`src/rtl/alu_pkg.sv`:
```
// Shared definitions for the ALU arbiter: opcode encodings, controller
// state type and an opcode legality helper.
package alu_pkg;

   localparam logic [3:0] OP_AND       = 4'h0;
   localparam logic [3:0] OP_OR        = 4'h1;
   localparam logic [3:0] OP_ADD       = 4'h2;
   localparam logic [3:0] OP_INC       = 4'h3;
   localparam logic [3:0] OP_DEC       = 4'h4;
   localparam logic [3:0] OP_NOT       = 4'h5;
   localparam logic [3:0] OP_SUB       = 4'h6;
   localparam logic [3:0] OP_XOR       = 4'h7;
   localparam logic [3:0] OP_SHL       = 4'h8;
   localparam logic [3:0] OP_SHR       = 4'h9;
   localparam logic [3:0] OP_MAX_LEGAL = 4'h9;

   typedef enum logic [1:0] {
      ST_IDLE = 2'd0,
      ST_EXEC = 2'd1,
      ST_RESP = 2'd2
   } state_t;

   function automatic logic op_legal(input logic [3:0] op);
      return op <= OP_MAX_LEGAL;
   endfunction

endpackage

```
`src/rtl/alu_arbiter_rr_arb2.sv`:
```
// Two-way round-robin arbiter. The pointer names the favoured port when
// both request; after an accepted grant it moves to the other port than
// the one just served.
module rr_arb2 (
   input  logic       clk,
   input  logic       rst_n,
   input  logic [1:0] req,
   input  logic       en,
   output logic [1:0] gnt,
   output logic       id
);

   logic ptr;

   // Winner selection; grants are only issued while enabled
   always_comb begin
      id  = 1'b0;
      gnt = '0;
      unique case (req)
         2'b01:   id = 1'b0;
         2'b10:   id = 1'b1;
         2'b11:   id = ptr;
         default: id = 1'b0;
      endcase
      if (en && (req != 2'b00)) begin
         gnt = id ? 2'b10 : 2'b01;
      end
   end

   // Pointer moves away from the served port on every accepted grant
   always_ff @(posedge clk) begin
      if (!rst_n) begin
         ptr <= 1'b0;
      end else if (gnt != 2'b00) begin
         ptr <= ~id;
      end
   end

endmodule

```
`src/rtl/alu_arbiter.sv`:
```
// Shares one external combinational ALU between two requesters. Accepts a
// command in IDLE, drives the ALU for one EXEC cycle, then holds the tagged
// response in RESP until consumed. Keeps a saved carry per requester for
// chained multi-word arithmetic.
module alu_arbiter
   import alu_pkg::*;
#(
   parameter int N = 4
) (
   input  logic         clk,
   input  logic         rst_n,
   input  logic [1:0]   req_valid,
   output logic [1:0]   req_ready,
   input  logic [3:0]   req_op0,
   input  logic [3:0]   req_op1,
   input  logic [N-1:0] req_a0,
   input  logic [N-1:0] req_a1,
   input  logic [N-1:0] req_b0,
   input  logic [N-1:0] req_b1,
   input  logic         req_flag0,
   input  logic         req_flag1,
   input  logic [1:0]   req_chain,
   output logic         rsp_valid,
   input  logic         rsp_ready,
   output logic         rsp_id,
   output logic [N-1:0] rsp_result,
   output logic         rsp_c,
   output logic         rsp_z,
   output logic         rsp_err,
   output logic [N-1:0] alu_a,
   output logic [N-1:0] alu_b,
   output logic [3:0]   alu_ctrl,
   output logic         alu_flag_in,
   input  logic [N-1:0] alu_result,
   input  logic         alu_c,
   input  logic         alu_z
);

   state_t       state, state_nx;
   logic [1:0]   saved_c;
   logic [1:0]   gnt;
   logic         sel_id;
   logic         accept;
   logic [3:0]   sel_op;
   logic [N-1:0] sel_a, sel_b;
   logic         sel_flag;

   rr_arb2 u_arb (
      .clk   (clk),
      .rst_n (rst_n),
      .req   (req_valid),
      .en    (state == ST_IDLE),
      .gnt   (gnt),
      .id    (sel_id)
   );

   // Route the winner's command and resolve its effective flag
   always_comb begin
      req_ready = gnt;
      accept    = (gnt != 2'b00);
      sel_op    = sel_id ? req_op1 : req_op0;
      sel_a     = sel_id ? req_a1  : req_a0;
      sel_b     = sel_id ? req_b1  : req_b0;
      sel_flag  = req_chain[sel_id] ? saved_c[sel_id]
                                    : (sel_id ? req_flag1 : req_flag0);
   end

   // Controller state register
   always_ff @(posedge clk) begin
      if (!rst_n) begin
         state <= ST_IDLE;
      end else begin
         state <= state_nx;
      end
   end

   // Next-state and response-valid decode
   always_comb begin
      state_nx  = state;
      rsp_valid = 1'b0;
      unique case (state)
         ST_IDLE: begin
            if (accept) begin
               state_nx = op_legal(sel_op) ? ST_EXEC : ST_RESP;
            end
         end
         ST_EXEC: state_nx = ST_RESP;
         ST_RESP: begin
            rsp_valid = 1'b1;
            if (rsp_ready) begin
               state_nx = ST_IDLE;
            end
         end
         default: state_nx = ST_IDLE;
      endcase
   end

   // ALU operand registers double as the latched command, so they hold their
   // last values outside EXEC and are left alone by illegal commands.
   always_ff @(posedge clk) begin
      if (!rst_n) begin
         alu_a       <= '0;
         alu_b       <= '0;
         alu_ctrl    <= '0;
         alu_flag_in <= 1'b0;
         rsp_id      <= 1'b0;
         rsp_result  <= '0;
         rsp_c       <= 1'b0;
         rsp_z       <= 1'b0;
         rsp_err     <= 1'b0;
         saved_c     <= '0;
      end else begin
         unique case (state)
            ST_IDLE: begin
               if (accept) begin
                  rsp_id <= sel_id;
                  if (op_legal(sel_op)) begin
                     alu_a       <= sel_a;
                     alu_b       <= sel_b;
                     alu_ctrl    <= sel_op;
                     alu_flag_in <= sel_flag;
                  end else begin
                     rsp_result <= '0;
                     rsp_c      <= 1'b0;
                     rsp_z      <= 1'b0;
                     rsp_err    <= 1'b1;
                  end
               end
            end
            ST_EXEC: begin
               rsp_result      <= alu_result;
               rsp_c           <= alu_c;
               rsp_z           <= alu_z;
               rsp_err         <= 1'b0;
               saved_c[rsp_id] <= alu_c;
            end
            default: ;
         endcase
      end
   end

endmodule

```
`config.mk`:
```
export PLATFORM = sky130hd
export DESIGN_NAME = alu_arbiter
export DESIGN_NICKNAME = d
export VERILOG_FILES = /design/src/rtl/alu_pkg.sv /design/src/rtl/alu_arbiter_rr_arb2.sv /design/src/rtl/alu_arbiter.sv
export SDC_FILE = /design/constraint.sdc
export NUM_CORES = 1
export LEC_CHECK = 0
export ABC_AREA = 1
export ABC_CLOCK_PERIOD_IN_PS = 1850
export BUFFER_PORTS_ARGS = -buffer_cell sky130_fd_sc_hd__buf_2
export CORE_AREA = 10 10 64 66
export DETAILED_ROUTE_END_ITERATION = 7
export DIE_AREA = 0 0 74 76
export GPL_ROUTABILITY_DRIVEN = 0
export HOLD_SLACK_MARGIN = 0.12
export PLACE_DENSITY = 0.75
export SYNTH_ARGS = -nofsm -noshare
export SYNTH_HDL_FRONTEND = slang
export SYNTH_SLANG_ARGS = --single-unit
```
`constraint.sdc`:
```
create_clock -name clk -period 1.85 [get_ports clk]
set_clock_uncertainty 0.05 [all_clocks]
set_input_delay 0 -clock clk [delete_from_list [all_inputs] [get_ports clk]]
set_output_delay 0 -clock clk [all_outputs]
set_load 0.005 [all_outputs]
```
=== Word level (Yosys, flattened, before mapping) ===
Cells that the tools add are included.

* Bits of input ports: 39
* Logic and storage cells: 64
* Register bits: 26
* Output and inout port bits: 24

* Reductions and logical operators: 10
* Eq/ne operators: 7
* Mux-type cells: 30
* Bitwise operators: 1
* $lt $le $gt $ge: 4

{| class="wikitable"
|+ Operator list
! cell !! number
|-
| 2-to-1 mux 4 bit || 5
|-
| 2-to-1 mux 1 bit || 12
|-
| 2-to-1 mux 2 bit || 5
|-
| case mux 1 bit (2 select lines) || 4
|-
| case mux 4 bit (2 select lines) || 1
|-
| equality test 2 bit, second input constant || 3
|-
| != test 2 bit, second input constant || 3
|-
| case mux 2 bit (3 select lines) || 1
|-
| AND reduction 3 bit || 2
|-
| nonzero test 2 bit || 3
|-
| less-or-equal comparator 4 bit, second input constant || 1
|-
| < comparator 1 x 2 -> 1 bit, second input constant || 2
|-
| AND reduction 2 bit || 2
|-
| bitwise mux 2 bit || 1
|-
| equality test 2 x 1 -> 1 bit, second input constant || 1
|-
| logical AND 1 bit || 2
|-
| zero test 2 bit || 1
|-
| demux 1 bit (select 1 bit) || 1
|-
| >= comparator 1 bit, second input constant || 1
|-
| inverter 1 bit || 1
|}

=== Depth between registers and ports, before layout ===
Gate-level depths: netlist of the first run.

* Word-level depth: 7
* Gate-level depth with buffers: 11

=== Hierarchy ===
Synthesis of the first run repeated with hierarchy kept, for this count alone.

* Cell total of the unflattened synthesis: 187
* Area, all modules: 1,257.5 µm²

{| class="wikitable"
|+ By module, submodules not included
! module !! instances !! area each (µm²) !! sequential area each (µm²) !! cells an instance
|-
| alu_arbiter || 1 || 1,173.6 || 500.5 || 172
|-
| rr_arb2 || 1 || 83.8 || 20.0 || 15
|}

=== Worst setup path before layout of the first run ===
OpenSTA, ideal clock, no wires.

* Kind: flip-flop to flip-flop
* From: register u_arb.ptr
* To: register alu_ctrl[1]
* Period minus slack after synthesis: 1.267 ns
* Cell stages (with the launch flop): 12
* Arrival time: 1.103 ns
* Path slack: 0.583 ns
* Cells stage by stage: dfxtp_1 inv_2 nand2_2 nand2_4 nand2_1 nand2_1 nand2_2 nand2_4 nand2_4 buf_6 a21oi_1 nor2_1

* Longest elaborated chain between the ends: 5

{| class="wikitable"
|+ Ends and longest elaborated chain
! item !! line !! source
|-
| start, declared || alu_arbiter_rr_arb2.sv:13 || <nowiki>logic ptr;</nowiki>
|-
| start signal, assigned || alu_arbiter_rr_arb2.sv:35 || <nowiki>ptr <= ~id;</nowiki>
|-
| case mux 1 bit (2 select lines) * || alu_arbiter_rr_arb2.sv:19 || <nowiki>unique case (req)</nowiki>
|-
| branches (longest 4 deep; another with less-or-equal comparator 4 bit) || - ||
|-
| end signal, assigned || alu_arbiter.sv:120 || <nowiki>alu_ctrl <= sel_op;</nowiki>
|-
| end, declared || alu_arbiter.sv:32 || <nowiki>output logic [3:0] alu_ctrl,</nowiki>
|}

Mark *: on every way between the ends.
A chain may end at the register's enable or synchronous reset.

=== Worst setup path in the final report of the first run ===
* From: register u_arb.ptr
* To: register alu_b[3]

* Longest elaborated chain between the ends: 5

{| class="wikitable"
|+ Ends and longest elaborated chain
! item !! line !! source
|-
| case mux 1 bit (2 select lines) * || alu_arbiter_rr_arb2.sv:19 ||
|-
| branches (longest 4 deep; another with less-or-equal comparator 4 bit) || - ||
|-
| end signal, assigned || alu_arbiter.sv:119 || <nowiki>alu_b <= sel_b;</nowiki>
|-
| end, declared || alu_arbiter.sv:31 || <nowiki>output logic [N-1:0] alu_b,</nowiki>
|}

Marked as above.

==> results of run 1 <==
-- flip-flops by register name (all words and copies together), names as in the netlist --
name         count
rsp_id           1
saved_c          2
alu_ctrl         4
rsp_z            1
state            2
u_arb.ptr        1
alu_b            4
alu_a            4
alu_flag_in      1
rsp_c            1
rsp_err          1
rsp_result       4
-- final cells by class --
class	instances	area, um2
fill	262	925
timing repair buffer	100	683
multi-input combinational	129	629
sequential	26	520
inverter	19	76.3
tap	33	41.3
clock inverter	1	30.0
clock buffer	3	22.5
-- logic make-up (layout without fill, tap and decap cells) --
family	after synthesis	after routing
buf+inv	26	123
simple gates	99	99
compound gates	30	30
flops	26	26
-- worst max-delay path, stage by stage, from the launching register on --
cell and delay, ns:
dfxtp_1 0.36, inv_2 0.05, nand2_4 0.09, nand2_8 0.11
inv_6 0.11, nand2_1 0.05, nand2_1 0.06, dlygate4sd3_1 0.57
nand3_1 0.08, a21oi_1 0.15
-- worst min-delay path by stage --
stage | cells after the start | start | endpoint | slack (ns)
floorplan | 2 | alu_result[0] | rsp_result[0] | 0.1
global placement | 3 | alu_result[2] | rsp_result[2] | 0.21
detailed placement | 3 | alu_result[0] | rsp_result[0] | 0.21
CTS | 6 | req_op0[3] | alu_b[1] | 0.15
global route | 6 | req_op0[3] | alu_b[1] | 0.21
finish | 6 | req_chain[1] | alu_flag_in | 0.15
-- layer usage --
metal  share of wire (%)  wire length [um]  up-vias  global-route usage, %
met5                   0                 0        -                      0
met4                 1.1                47        0                   3.92
met3                 9.6               394        5                   5.60
met2                  49              2010       56                   25.2
li1                    -                 -      768                      -
met1                  40              1650      655                   16.1
-- cell usage in the layout, fill, tap and decap left out, drive strengths merged --
cell and count:
inv 17, o21ai 4, bufinv 1, o21a 3, dlygate4sd3 35, a22oi 2
clkinv 2, nand3b 1, clkbuf 3, nand3 18, buf 65, dfxtp 26
a21oi 20, nor3 1, nand2 64, o211ai 1, nor2 15
-- cells in the mapped netlist (all sizes together) --
cell | count | area share [%]
nor3 | 1 | 0.40
nor2 | 15 | 5.1
clkinv | 2 | 0.60
nand3 | 18 | 7.6
a21oi | 20 | 8.0
o21a | 3 | 1.8
o211ai | 1 | 0.60
nand2 | 64 | 22
buf | 6 | 3.6
clkbuf | 1 | 0.30
nand3b | 1 | 0.60
dfxtp | 26 | 42
inv | 17 | 5.1
a22oi | 2 | 1.2
o21ai | 4 | 1.6
-- repair_timing --
action | in CTS | in global routing
gates resized for setup | 0 | 6
hold buffers | 35 | 0
endpoints found under the hold margin | 25 | 0
setup buffers | 0 | 2
endpoints found under the setup margin | 0 | 10
-- power breakdown --
part           total (mW)  switching (mW)  internal (mW)
sequential          0.647          0.0306          0.616
clock               0.401           0.182          0.219
combinational       0.462           0.242          0.221
-- per-stage QoR --
| step | total power, mW | setup WS, ns |
|---|---|---|
| 5_1_grt | 1.60 | 0.00324 |
| 6_report | 1.51 | 0.103 |
| 4_1_cts | 1.50 | 0.0214 |
| 3_5_place_dp | 1.03 | 0.263 |
| 2_1_floorplan | 0.900 | 0.583 |
| 3_3_place_gp | 1.02 | 0.321 |
==> flow_summary.ini, run 1 <==
[outcome]
status = finished clean

[worst_setup_path]
reg2regPathDepth = 9
required_ns = 2.07
cp.arrival_ns = 1.96
crit_fanout = 16
r2r_slack_ns = 0.10
critPathKind = register to register
setup.worst_path.start = u_arb.ptr
cp-start-kind = register
r2r-start = u_arb.ptr
cp-endpoint = alu_b[3]
end_kind = register
reg2reg_to = alu_b[3]

[global_route]
grt_pass1_vias = 1540
antenna_found_initial = 0
gr-total-overflow = 0
grt_pass1_wl_mm = 6.96
grt_max_degree = 19
grt_util_all_layers_pct = 14.7

[cts]
clk_latency_ns = 0.33
cts_tree = built
clock-sinks = 26
cts-root-buf = clkbuf_4
path_clk_slew_ns = 0.15
cts_max_level = 1
clk_path_buf_depth = 2
cts_buffers = 3

[timing]
holdWs_ns = 0.149
period_needed_ns = 1.75
tns_ns = 0
max-slew-margin-rel_pct = 65.4
grt_setup_unrepaired = true
tightest_slew_ns = 0.516
slew_violations = 0
final_hold_viol_count = 0
fmax_ghz = 0.572
post-route-period-util_pct = 94.4
setup_violations = 0

[placement]
dp.cells = 270
hpwl_mm = 2.69
place_area_mm2 = 0.00156
port_buffers = 62

[synthesis]
synthDistinctLibCells = 22
synthesis.nets = 220
muxShareOfSynthArea_pct = 0
synth-simple-area-share_pct = 35.7
synth_seq_cells = 26
syn_area_per_cell_um2 = 6.92
synth_area_mm2 = 0.00125
yosys_warnings = 0
synth_xor_area_share_pct = 0
syn_inst = 181
synth_top_family_by_area = simple AND/OR/NAND/NOR gates
seq_area_frac_synth_pct = 41.6
synthAdderAreaFrac_pct = 0
synth_compound_area_share_pct = 13.2

[floorplanning]
coreArea_mm2 = 0.00293
row_count = 20
initial_core_util_pct = 42.8
die_y_um = 76
io_pins = 63
die_w_um = 74
dieArea_mm2 = 0.00562

[final_layout]
area_growth_pct = 59.9
final_cell_area_mm2 = 0.00200
instances_no_fill = 311
final_util_pct = 68.4
n_antenna_cell = 0
drive_gt1_share_pct = 29.5
nets = 318

[pwr]
powerDensity_mw_per_mm2 = 754
ir_worst_vdd_v = 0.000585
power.leakage_nw = 1.02

[drt]
vias = 1484
drc = 0
viasPerCell = 4.77
ant_nets = 0
routed_wl_mm = 4.10
drtIter0Drc = 63
dr.pass1.iters = 4
routedWlPerCell_um = 13.2

[job]
maxCapViolCount = 0

[hold_path]
min_path_type = input port to register
Power figures use the tool's default switching activity.
==> run 2: changes to the inputs <==
--- a/config.mk
+++ b/config.mk
@@ -16,4 +16,5 @@
 export PLACE_DENSITY = 0.75
 export SYNTH_ARGS = -nofsm -noshare
 export SYNTH_HDL_FRONTEND = slang
+export SYNTH_HIERARCHICAL = 1
 export SYNTH_SLANG_ARGS = --single-unit
==> run 2 against run 1 <==
Die area did not move. Critical path depth did not move. Synthesized cell count rose by 3.3%. Flip-flop and latch count did not move. Setup slack improved by 0.030 ns. Critical endpoint is now alu_flag_in. Highest routed layer unchanged.
==> flow_summary.ini, run 2 <==
[final_layout]
final_common_cell = nand2_1
final_cell_area_mm2 = 0.00208
area_growth_pct = 65.3
sequential_cell_area_um2 = 524
final_cell_mix = nand2_1 (63), buf_2 (62), dlygate4sd3_1 (39), dfxtp_1 (25), a21oi_1 (22)
nets = 332
multi_input_area_um2 = 629
drive_gt1_share_pct = 29.8
n_antenna_cell = 0
fill_cells = 250

[synthesis]
yosysTopAreaCell = dfxtp_1
synth_common_cells = nand2_1 (63), dfxtp_1 (26), a21oi_1 (22)
seq_area_frac_synth_pct = 41.4
synth_top_area_share_pct = 41.4
yosys-top-cells-area = dfxtp_1 (41%), nand2_1 (19%), a21oi_1 (8.8%), nand3_1 (7.6%), inv_1 (5.1%)
async_flop_share_pct = 0
syn_area_per_cell_um2 = 6.72
synth_seq_cells = 26
synth_most_common_cell = nand2_1
synthesis.nets = 226
synth_edf_count = 0
yosys_warnings = 6
synthDistinctLibCells = 22
synth_area_mm2 = 0.00126
synth_flop_cell = dfxtp_1
syn_inst = 187

[floorplanning]
row_count = 20
coreArea_mm2 = 0.00293
initial_core_util_pct = 42.9
io_pins = 63
die_w_um = 74
dieArea_mm2 = 0.00562
die_y_um = 76

[timing]
setup_violations = 0
period_needed_ns = 1.72
tns_ns = 0
fmax_ghz = 0.582
setup_ws_ns = 0.132
max-slew-margin-rel_pct = 64.4
slew_violations = 0
holdWs_ns = 0.407
post-route-period-util_pct = 92.8
grt_setup_unrepaired = false
final_hold_viol_count = 0
tightest_slew_ns = 0.530

[global_route]
grt_max_degree = 20
gr-total-overflow = 0
grt_pass1_wl_mm = 7.23
antenna_found_initial = 0
grt_pass1_vias = 1588
grt_util_all_layers_pct = 15.4

[pwr]
powerDensity_mw_per_mm2 = 829
power.leakage_nw = 1.07
ir_worst_vdd_v = 0.000547

[cts]
clock-sinks = 26
cts-root-buf = clkbuf_4
clk_latency_ns = 0.32
cts_tree = built
clk_path_buf_depth = 2
cts_max_level = 1
cts_buffers = 3
path_clk_slew_ns = 0.15

[drt]
routedWlPerCell_um = 13.5
ant_nets = 0
vias = 1538
viasPerCell = 4.73
drtIter0Drc = 77
drc = 0
routed_wl_mm = 4.38
dr.pass1.iters = 4

[placement]
place_area_mm2 = 0.00161
hpwl_mm = 2.82
port_buffers = 62
preCtsSetupSlack_ns = 0.165

[hold_path]
min_path_type = input port to register

[worst_setup_path]
end_kind = register
required_ns = 2.04
crit_fanout = 7
cp-start-kind = register
cp.arrival_ns = 1.91
critPathKind = register to register

[job]
maxCapViolCount = 0

[outcome]
status = finished clean
## run 2: logic make-up (layout without fill, tap and decap cells)
group | count (synthesis) | in the layout | share of synthesized area [%]
AND/OR/NAND/NOR | 106 | 106 | 37.4
buffers and inverters | 26 | 131 | 9.15
flip-flops | 26 | 26 | 41.4
AO/OA/AOI/OAI | 29 | 29 | 12.0
## run 2: critical path, stage by stage (launching register included)
cell and delay [ns]:
dfxtp_1 0.34, inv_1 0.05, nand2_1 0.04, nand2_1 0.15
inv_4 0.08, o21ai_0 0.08, a21oi_1 0.05, dlygate4sd3_1 0.56
nor3_1 0.18, nor2_1 0.05
## run 2: area by class of cell
class,count,share of cell area [%]
inverters,20,3.73
multi-input cells,135,30.3
flip-flops and latches,26,25.2
clock buffers,3,1.08
repair buffers,107,36.2
well taps,33,1.99
clock inverters,1,1.44
## run 2: worst paths after layout
kind                 startpoint             to  slack (ns)  depth (start not counted)
setup / recovery      u_arb/ptr    alu_flag_in        0.13                          9
hold / removal    alu_result[1]  rsp_result[1]        0.41                          4
setup reg to reg      u_arb/ptr    alu_flag_in        0.13                          9
hold reg to reg        alu_a[0]       alu_a[0]        0.42                          2
## run 2: power breakdown
group | switching (mW) | internal [mW]
clock network | 0.178 | 0.219
registers | 0.0446 | 0.640
logic | 0.340 | 0.300
## run 2: what timing repair did
item | in CTS | in global routing
gates resized for setup | 0 | 8
hold buffers | 39 | 0
buffers inserted | 0 | 1
setup endpoints to repair | 0 | 13
endpoints found under the hold margin | 25 | 0
## run 2: layer usage
metal	track usage, %	routed length (um)
met5	0	0
met4	4.10	59
met3	6.25	458
met2	25.2	2090
met1	17.9	1770
## run 2: per-stage QoR
step	power, mW	std cells	util, %
after floorplan	1.04	187	-
after global placement	1.22	281	54.9
after detailed placement	1.23	281	54.9
after CTS	1.69	324	70.0
after global routing	1.84	325	71.0
final	1.72	325	71.0
==> run 3: changes to the inputs <==
--- a/config.mk
+++ b/config.mk
@@ -6,14 +6,15 @@
 export NUM_CORES = 1
 export LEC_CHECK = 0
 export ABC_AREA = 1
-export ABC_CLOCK_PERIOD_IN_PS = 1850
+export ABC_CLOCK_PERIOD_IN_PS = 1760
 export BUFFER_PORTS_ARGS = -buffer_cell sky130_fd_sc_hd__buf_2
-export CORE_AREA = 10 10 64 66
+export CORE_AREA = 2 2 56 58
 export DETAILED_ROUTE_END_ITERATION = 7
-export DIE_AREA = 0 0 74 76
+export DIE_AREA = 0 0 58 60
 export GPL_ROUTABILITY_DRIVEN = 0
 export HOLD_SLACK_MARGIN = 0.12
 export PLACE_DENSITY = 0.75
+export REMOVE_ABC_BUFFERS = 1
 export SYNTH_ARGS = -nofsm -noshare
 export SYNTH_HDL_FRONTEND = slang
 export SYNTH_HIERARCHICAL = 1
==> constraint.sdc (replaced) <==
create_clock -name clk -period 1.76 [get_ports clk]
set_clock_uncertainty 0.05 [all_clocks]
set_input_delay 0 -clock clk [delete_from_list [all_inputs] [get_ports clk]]
set_output_delay 0 -clock clk [all_outputs]
set_load 0.005 [all_outputs]
==> run 3 against run 2 <==
Combinational power is 10% higher. Setup slack got worse by 0.028 ns. Design area is 2.5% higher. Largest cell class unchanged. Wire length is 11% lower. Global-route usage grew 8.2 points. Cell count increased by 1.5%. Sequential power is 5.8% higher. Die area is 38% lower. Count of clock-buffer cells in the layout unchanged. Largest power group unchanged. Utilization up 2.4 points. Critical path depth grew 1. Hold slack got worse by 0.017 ns.
==> flow_summary.ini, run 3 (synthesis results as in run 2) <==
[drt]
routed_wl_mm = 3.91
vias = 1569
wl_met2_mm = 2.03
ant_nets = 0
dr.pass1.iters = 4
drc = 0
drtIter0Drc = 51
wl_met1_mm = 1.63
routedWlPerCell_um = 11.8
viasPerCell = 4.75
dr.max_layer_used = met4
wl_met3_um = 181

[floorplanning]
row_count = 20
die_y_um = 60
dieArea_mm2 = 0.00348
coreArea_mm2 = 0.00290
initial_core_util_pct = 43.3
die_w_um = 58
io_pins = 63

[pwr]
internal_power_mw = 1.24
sw_frac_of_total_pct = 33.3
p_clk_share_pct = 23.0
p_total_mw = 1.86
switchingPower_mw = 0.619
power.leakage_nw = 1.08
powerDensity_mw_per_mm2 = 873
comb_power_share_pct = 38.0
ir_worst_vdd_v = 0.000744
seqPwrFrac_pct = 39.0

[cts]
path_clk_slew_ns = 0.15
cts_tree = built
cts_buffers = 3
cts_max_level = 1
cts-root-buf = clkbuf_4
clock-sinks = 26
clk_latency_ns = 0.34
clk_path_buf_depth = 2

[placement]
dp.cells = 282
place_area_mm2 = 0.00161
hpwl_mm = 2.35
preCtsSetupSlack_ns = 0.0967
port_buffers = 62

[final_layout]
final_util_pct = 73.4
fill_cells = 233
nets = 337
instances_no_fill = 330
drive_gt1_share_pct = 33.7
final_cell_area_mm2 = 0.00213
n_antenna_cell = 0
final_common_cell = nand2_1
area_growth_pct = 69.4
final_cell_mix = nand2_1 (63), buf_2 (62), dlygate4sd3_1 (39), dfxtp_1 (24)

[global_route]
gr-total-overflow = 0
grt_pass1_vias = 1550
grt_max_degree = 16
antenna_found_initial = 0
grt_util_all_layers_pct = 23.7
grt_pass1_wl_mm = 6.32

[worst_setup_path]
path_cells = nor2_4 -> inv_2 -> nor2_2 -> nand2_2 -> inv_2 -> nor2_2 -> nor3_4 -> buf_6 -> nand3_1 -> a21oi_2
required_ns = 2.00
slowest_stage = dfxtp_2
setup.worst_path.start = state[0]
critPathMaxStageDelay_ns = 0.37
r2r-start = state[0]
critPathKind = register to register
end_kind = register
r2r_slack_ns = 0.10
cp.arrival_ns = 1.89
cp-start-kind = register
crit_fanout = 8

[timing]
max-slew-margin-rel_pct = 77.5
holdWs_ns = 0.390
period_needed_ns = 1.66
setup_ws_ns = 0.104
post-route-period-util_pct = 94.1
final_hold_viol_count = 0
setup_violations = 0
tightest_slew_ns = 0.337
grt_setup_unrepaired = true
tns_ns = 0
slew_violations = 0
fmax_ghz = 0.604

[hold_path]
min_path_type = input port to register
min_from = alu_result[0]

[outcome]
status = finished clean

[job]
maxCapViolCount = 0
-- run 3: what timing repair did --
item | in CTS | in global routing
hold buffers | 39 | 0
resized for setup | 0 | 15
setup endpoints to repair | 0 | 22
setup buffers | 0 | 4
endpoints found under the hold margin | 25 | 0
-- run 3: metal layers --
layer  vias to the layer above  track usage (%)
li1                        817                -
met1                       696             24.9
met2                        49             46.9
met3                         7             3.46
met4                         0             8.97
met5                         -                0
-- run 3: cell type report --
class                      count  area, um2  share of cell area [%]
clock inverter                 1       30.0                    1.41
clock buffer                   3       22.5                    1.06
multi-input combinational    136        652                    30.6
tap                           33       41.3                    1.94
sequential                    26        526                    24.7
timing repair buffer         111        783                    36.8
inverter                      20       75.1                    3.53
-- run 3: critical path, delay by kind of cell, from the launching register on --
family	cells	cell delay, ns
compound gates	1	0.14
flops	1	0.37
buf+inv	3	0.29
simple gates	6	0.74
-- run 3: path summary, 6_finish.rpt --
kind,depth (start not counted),end
worst max-delay path,10,alu_ctrl[0]
worst min-delay path,4,rsp_result[0]
worst max register to register,10,alu_ctrl[0]
worst min register to register,2,alu_ctrl[0]
-- run 3: power groups by stage --
stage	logic (mW)	registers (mW)	clock network, mW
6_report	0.707	0.725	0.428
5_1_grt	0.796	0.734	0.448
4_1_cts	0.630	0.718	0.425
3_5_place_dp	0.557	0.730	0
3_3_place_gp	0.543	0.732	0
2_1_floorplan	0.317	0.738	0
